File: src/rtl/cp0_regfile_pkg.sv
// Shared CP0 definitions: register numbers, exception codes and field positions
// used by the CP0 register file.
package cp0_defs;

  localparam int unsigned REG_AW   = 5;
  localparam int unsigned DATA_W   = 32;
  localparam int unsigned IM_W     = 6;
  localparam int unsigned EXC_W    = 5;

  localparam logic [REG_AW-1:0] REG_SR    = 5'd12;
  localparam logic [REG_AW-1:0] REG_CAUSE = 5'd13;
  localparam logic [REG_AW-1:0] REG_EPC   = 5'd14;
  localparam logic [REG_AW-1:0] REG_PRID  = 5'd15;

  typedef enum logic [EXC_W-1:0] {
    EXC_INT  = 5'd0,
    EXC_ADEL = 5'd4,
    EXC_ADES = 5'd5,
    EXC_RI   = 5'd10,
    EXC_OV   = 5'd12
  } exc_code_e;

  localparam int unsigned SR_IE_BIT     = 0;
  localparam int unsigned SR_EXL_BIT    = 1;
  localparam int unsigned SR_IM_LSB     = 10;
  localparam int unsigned CAUSE_EXC_LSB = 2;
  localparam int unsigned CAUSE_IP_LSB  = 10;
  localparam int unsigned CAUSE_BD_BIT  = 31;

  localparam logic [DATA_W-1:0] SR_WMASK  = 32'h0000_FC03;
  localparam logic [DATA_W-1:0] EPC_MASK  = 32'hFFFF_FFFC;

endpackage

File: src/rtl/cp0_regfile.sv
// CP0 register file (SR, Cause, EPC, PRId) with the interrupt/exception
// request arbiter that flushes the pipeline and records the restart state.
module cp0_regfile
  import cp0_defs::*;
#(
  parameter logic [31:0] PRID_VAL     = 32'h0000_7001,
  parameter logic [31:0] HANDLER_ADDR = 32'h0000_4180
) (
  input  logic        clk,
  input  logic        reset,
  input  logic [4:0]  A,
  input  logic [31:0] DIn,
  input  logic        WE,
  input  logic [31:0] PC,
  input  logic        BD,
  input  logic [4:0]  ExcCode,
  input  logic [5:0]  HWInt,
  input  logic        EXLClr,
  output logic        Req,
  output logic [31:0] DOut,
  output logic [31:0] EPCOut,
  output logic [31:0] HandlerPC
);

  logic [DATA_W-1:0] sr_q;
  logic [DATA_W-1:0] cause_q;
  logic [DATA_W-1:0] epc_q;
  logic [DATA_W-1:0] epc_src;
  logic [IM_W-1:0]   sr_im;
  logic              sr_exl;
  logic              sr_ie;
  logic              int_req;
  logic              exc_req;

  assign sr_im  = sr_q[SR_IM_LSB +: IM_W];
  assign sr_exl = sr_q[SR_EXL_BIT];
  assign sr_ie  = sr_q[SR_IE_BIT];

  // Interrupts and exceptions are both masked while a handler runs (EXL=1).
  assign int_req = (|(HWInt & sr_im)) & sr_ie & ~sr_exl;
  assign exc_req = (ExcCode != EXC_INT) & ~sr_exl;
  assign Req     = int_req | exc_req;

  // A delay-slot instruction restarts at its branch.
  assign epc_src = BD ? (PC - 32'd4) : PC;

  always_ff @(posedge clk) begin
    if (reset) begin
      sr_q    <= '0;
      cause_q <= '0;
      epc_q   <= '0;
    end else begin
      cause_q[CAUSE_IP_LSB +: IM_W] <= HWInt;
      if (Req) begin
        sr_q[SR_EXL_BIT]                <= 1'b1;
        cause_q[CAUSE_EXC_LSB +: EXC_W] <= int_req ? EXC_INT : ExcCode;
        cause_q[CAUSE_BD_BIT]           <= BD;
        epc_q                           <= epc_src & EPC_MASK;
      end else begin
        if (WE && (A == REG_SR)) begin
          sr_q <= DIn & SR_WMASK;
        end
        // Placed after the SR write so eret's EXL clear wins over DIn[1].
        if (EXLClr) begin
          sr_q[SR_EXL_BIT] <= 1'b0;
        end
        if (WE && (A == REG_EPC)) begin
          epc_q <= DIn & EPC_MASK;
        end
      end
    end
  end

  // mfc0 read port; no bypass from a same-cycle mtc0.
  always_comb begin
    DOut = '0;
    case (A)
      REG_SR:    DOut = sr_q;
      REG_CAUSE: DOut = cause_q;
      REG_EPC:   DOut = epc_q;
      REG_PRID:  DOut = PRID_VAL;
      default:   DOut = '0;
    endcase
  end

  assign EPCOut    = epc_q;
  assign HandlerPC = HANDLER_ADDR;

endmodule
File: config.mk
export PLATFORM = sky130hd
export DESIGN_NAME = cp0_regfile
export DESIGN_NICKNAME = d
export VERILOG_FILES = /design/src/rtl/cp0_regfile_pkg.sv /design/src/rtl/cp0_regfile.sv
export SDC_FILE = /design/constraint.sdc
export NUM_CORES = 1
export LEC_CHECK = 0
export ABC_AREA = 1
export BUFFER_PORTS_ARGS = -buffer_cell sky130_fd_sc_hd__clkbuf_2
export CORE_AREA = 2 2 91 93
export DETAILED_ROUTE_END_ITERATION = 8
export DIE_AREA = 0 0 93 95
export PLACE_DENSITY_LB_ADDON = 0.05
export SLEW_MARGIN = 20
export SYNTH_ARGS = -nofsm -noshare
export SYNTH_HDL_FRONTEND = slang
export SYNTH_SLANG_ARGS = --single-unit
export TNS_END_PERCENT = 100
File: constraint.sdc
create_clock -name clk -period 3.6 [get_ports clk]
set_clock_uncertainty 0.1 [all_clocks]
set_input_delay 0.72 -clock clk [delete_from_list [all_inputs] [get_ports clk]]
set_output_delay 0.72 -clock clk [all_outputs]
set_load 0.01 [all_outputs]
==> impl_metrics.tcl <==
set metrics [dict create \
    min_path_type "register to register" \
    core_area_um2 7930 \
    criticalPathCategory "primary input to primary output" \
    fin_crit_sh 0.737 \
    cp.required_ps 2780 \
    path_clk_slew_ps 90 \
    ctsHoldBuffers 0 \
    cts.repair.resized 0 \
    grt_max_degree 33 \
    timing.rr.end "EPCOut[29]" \
    reg2reg_slack_ps 1530 \
    fmax_mhz 377 \
    power.total_mw 1.32 \
    endpoint "Req" \
    remaining_drc_errors 0 \
    end_kind "primary output" \
    synth-edff-count 0 \
    finalSetupTns_ps 0 \
    io_buffers 145 \
    vias_per_cell 4.84 \
    cts_tree "built" \
    cp_max_fo 30 \
    h-tree-depth 2 \
    worst_pin_slew_ps 680 \
    hold_viol 0 \
    fin_crit_ps 2650 \
    synthTopCellsByCount "135 x nand2_1, 105 x nor2_1, 74 x inv_1, 50 x dfxtp_1, 40 x buf_4" \
    grt_overflow_total 0 \
    setup_ws_ps 947 \
    grt_pass1_vias 3651 \
    ys.flop_type "dfxtp_1" \
    synth.most_common_cell "nand2_1" \
    final_max_slew_viol_count 0 \
    critPathBufInv 2 \
    setup_viol 0 \
    grt_use_total 0.252 \
    clkSinkCount 50 \
    postCtsSetupBuffers 0 \
    routed_wl_um 11300 \
    cap_viol_max_count 0 \
    die_area_um2 8840 \
    cts_buffers 5 \
    avgSynthCellArea_um2 6.36 \
    worst_setup_path_start_kind "primary input" \
    gp_congestion 0.884 \
    first_iter_violations 172 \
    initial_core_util 0.492 \
    worstPathCellList "clkbuf_2 -> nand2_1 -> nand2_1 -> a21oi_2 -> nand2_2 -> nand3_2 -> nand2_4 -> clkbuf_2" \
    r2r-start "sr_q[15]" \
    synth.largest_area_cell "dfxtp_1" \
    die_w_um 93 \
    yosysSeqAreaShare 0.256 \
    areaGrowthSynthToFinish_pct 18.2 \
    post-dp-hpwl_um 8950 \
    cp-startpoint "HWInt[5]" \
    yosys.area.top_type_share 0.256 \
    synth_warnings 0 \
    cp.arrival_ps 1830 \
    drive_above_1_share 0.293 \
    synthArstFlopShare 0 \
    path_depth 8 \
    vias 4131 \
    slowest_stage "nand2_4" \
    final_nets 833 \
    antenna_left 0 \
    rr_worst_depth 10 \
    peakVddDrop_mv 0.161 \
    fillers 850 \
    wl_per_cell_um 13.3 \
    pin_count 182 \
    netlist_area_um2 3900 \
    p_leak_nw 2.41 \
    ys_top_cells_by_area "dfxtp_1 26%, nand2_1 13%, nor2_1 10%" \
    timing.slew.headroom 0.546 \
    first_pass_iters 5 \
    grt_pass1_wl_um 17500 \
    num_rows 33 \
    status "complete, no violations" \
    antenna_found_initial 0 \
    clk_path_buf_depth 2 \
    clock_latency_ps 300 \
    die_y_um 95 \
    place_ws_ps 929 \
    ys_ff_latch 50 \
    slowest_delay_ps 380 \
    syn-instance-count 614 \
    cpLargestDelayFamily "simple AND/OR/NAND/NOR gates" \
    yosysUniqueCellTypes 40 \
    power.density_nw_per_um2 287 \
    root_buffer "clkbuf_8" \
    rsz0062_at_grt "false" \
    antennaDiodeCount 0 \
]
## worst min-delay path, cell delays in order, from the launching register on
cell and delay (ps):
dfxtp_1 320, nand2_1 60, a21oi_1 50
## how the worst min path moves through the flow
stage | start | end | slack, ps | cells past startpoint
5_1_grt | EPCOut[29] | EPCOut[29] | 420 | 2
6_report | cause_q[5] | cause_q[5] | 370 | 2
4_1_cts | cause_q[5] | cause_q[5] | 380 | 2
3_3_place_gp | cause_q[5] | cause_q[5] | 350 | 2
2_1_floorplan | cause_q[5] | cause_q[5] | 340 | 2
3_5_place_dp | cause_q[5] | cause_q[5] | 360 | 2
## sequential cells by signal, indices dropped and copies added, names as in the netlist
register  flops
cause_q      12
sr_q          8
EPCOut       30
## where the power goes
| part | switching [mW] | internal, mW | leakage [nW] | total [mW] |
|---|---|---|---|---|
| Sequential | 0.0258 | 0.596 | 0.414 | 0.622 |
| Clock | 0.204 | 0.137 | 0.0441 | 0.341 |
| Combinational | 0.232 | 0.128 | 1.95 | 0.360 |
## layout make-up
type	instances	area, µm²	share of cell area
Clock buffer	5	68.8	0.0149
Clock inverter	3	21.3	0.00461
Inverter	81	308	0.0667
Multi-Input combinational cell	462	2340	0.508
Sequential cell	50	1000	0.217
Tap cell	105	131	0.0285
Timing Repair Buffer	147	741	0.161
## cell usage in the layout, fill, tap and decap left out, types with 4 or more instances in the layout
| cell type | n |
|---|---|
| nand4_1 | 10 |
| a21oi_2 | 10 |
| clkbuf_2 | 145 |
| nor3_1 | 4 |
| nor2_2 | 11 |
| nand2_2 | 14 |
| o21ai_0 | 28 |
| xor2_1 | 12 |
| o21ai_1 | 18 |
| nand3_1 | 20 |
| conb_1 | 34 |
| nor2_1 | 105 |
| clkbuf_8 | 5 |
| o211ai_1 | 6 |
| nand2_4 | 5 |
| inv_1 | 74 |
| inv_2 | 5 |
| a211oi_2 | 6 |
| dfxtp_1 | 50 |
| a21oi_1 | 20 |
| nand2_1 | 135 |
| nor2_4 | 4 |
## metal layers
metal,GRT usage,vias to the layer above,wire [µm]
met3,0.0255,8,660
met4,0.0564,0,119
met1,0.333,1877,4970
met2,0.447,121,5600
li1,-,2125,-
met5,0,-,0
## metrics by stage
stage	instances	hold slack [ps]	utilization	area, µm²
after CTS	853	376	0.582	4610
after detailed placement	845	363	0.571	4520
after global routing	853	416	0.582	4610
final	853	375	0.582	4610
after global placement	845	352	0.571	4520
after floorplan	646	339	-	4020
## logic make-up after synthesis
group | Yosys count | share of synthesized area
simple gates | 316 | 0.374
buf+inv | 134 | 0.174
compound gates | 96 | 0.157
flops | 50 | 0.256
xor+xnor | 15 | 0.0337
other cells | 2 | 0.00192
fa+ha+maj | 1 | 0.00321
No activity file was read; power rests on OpenSTA's default activity.
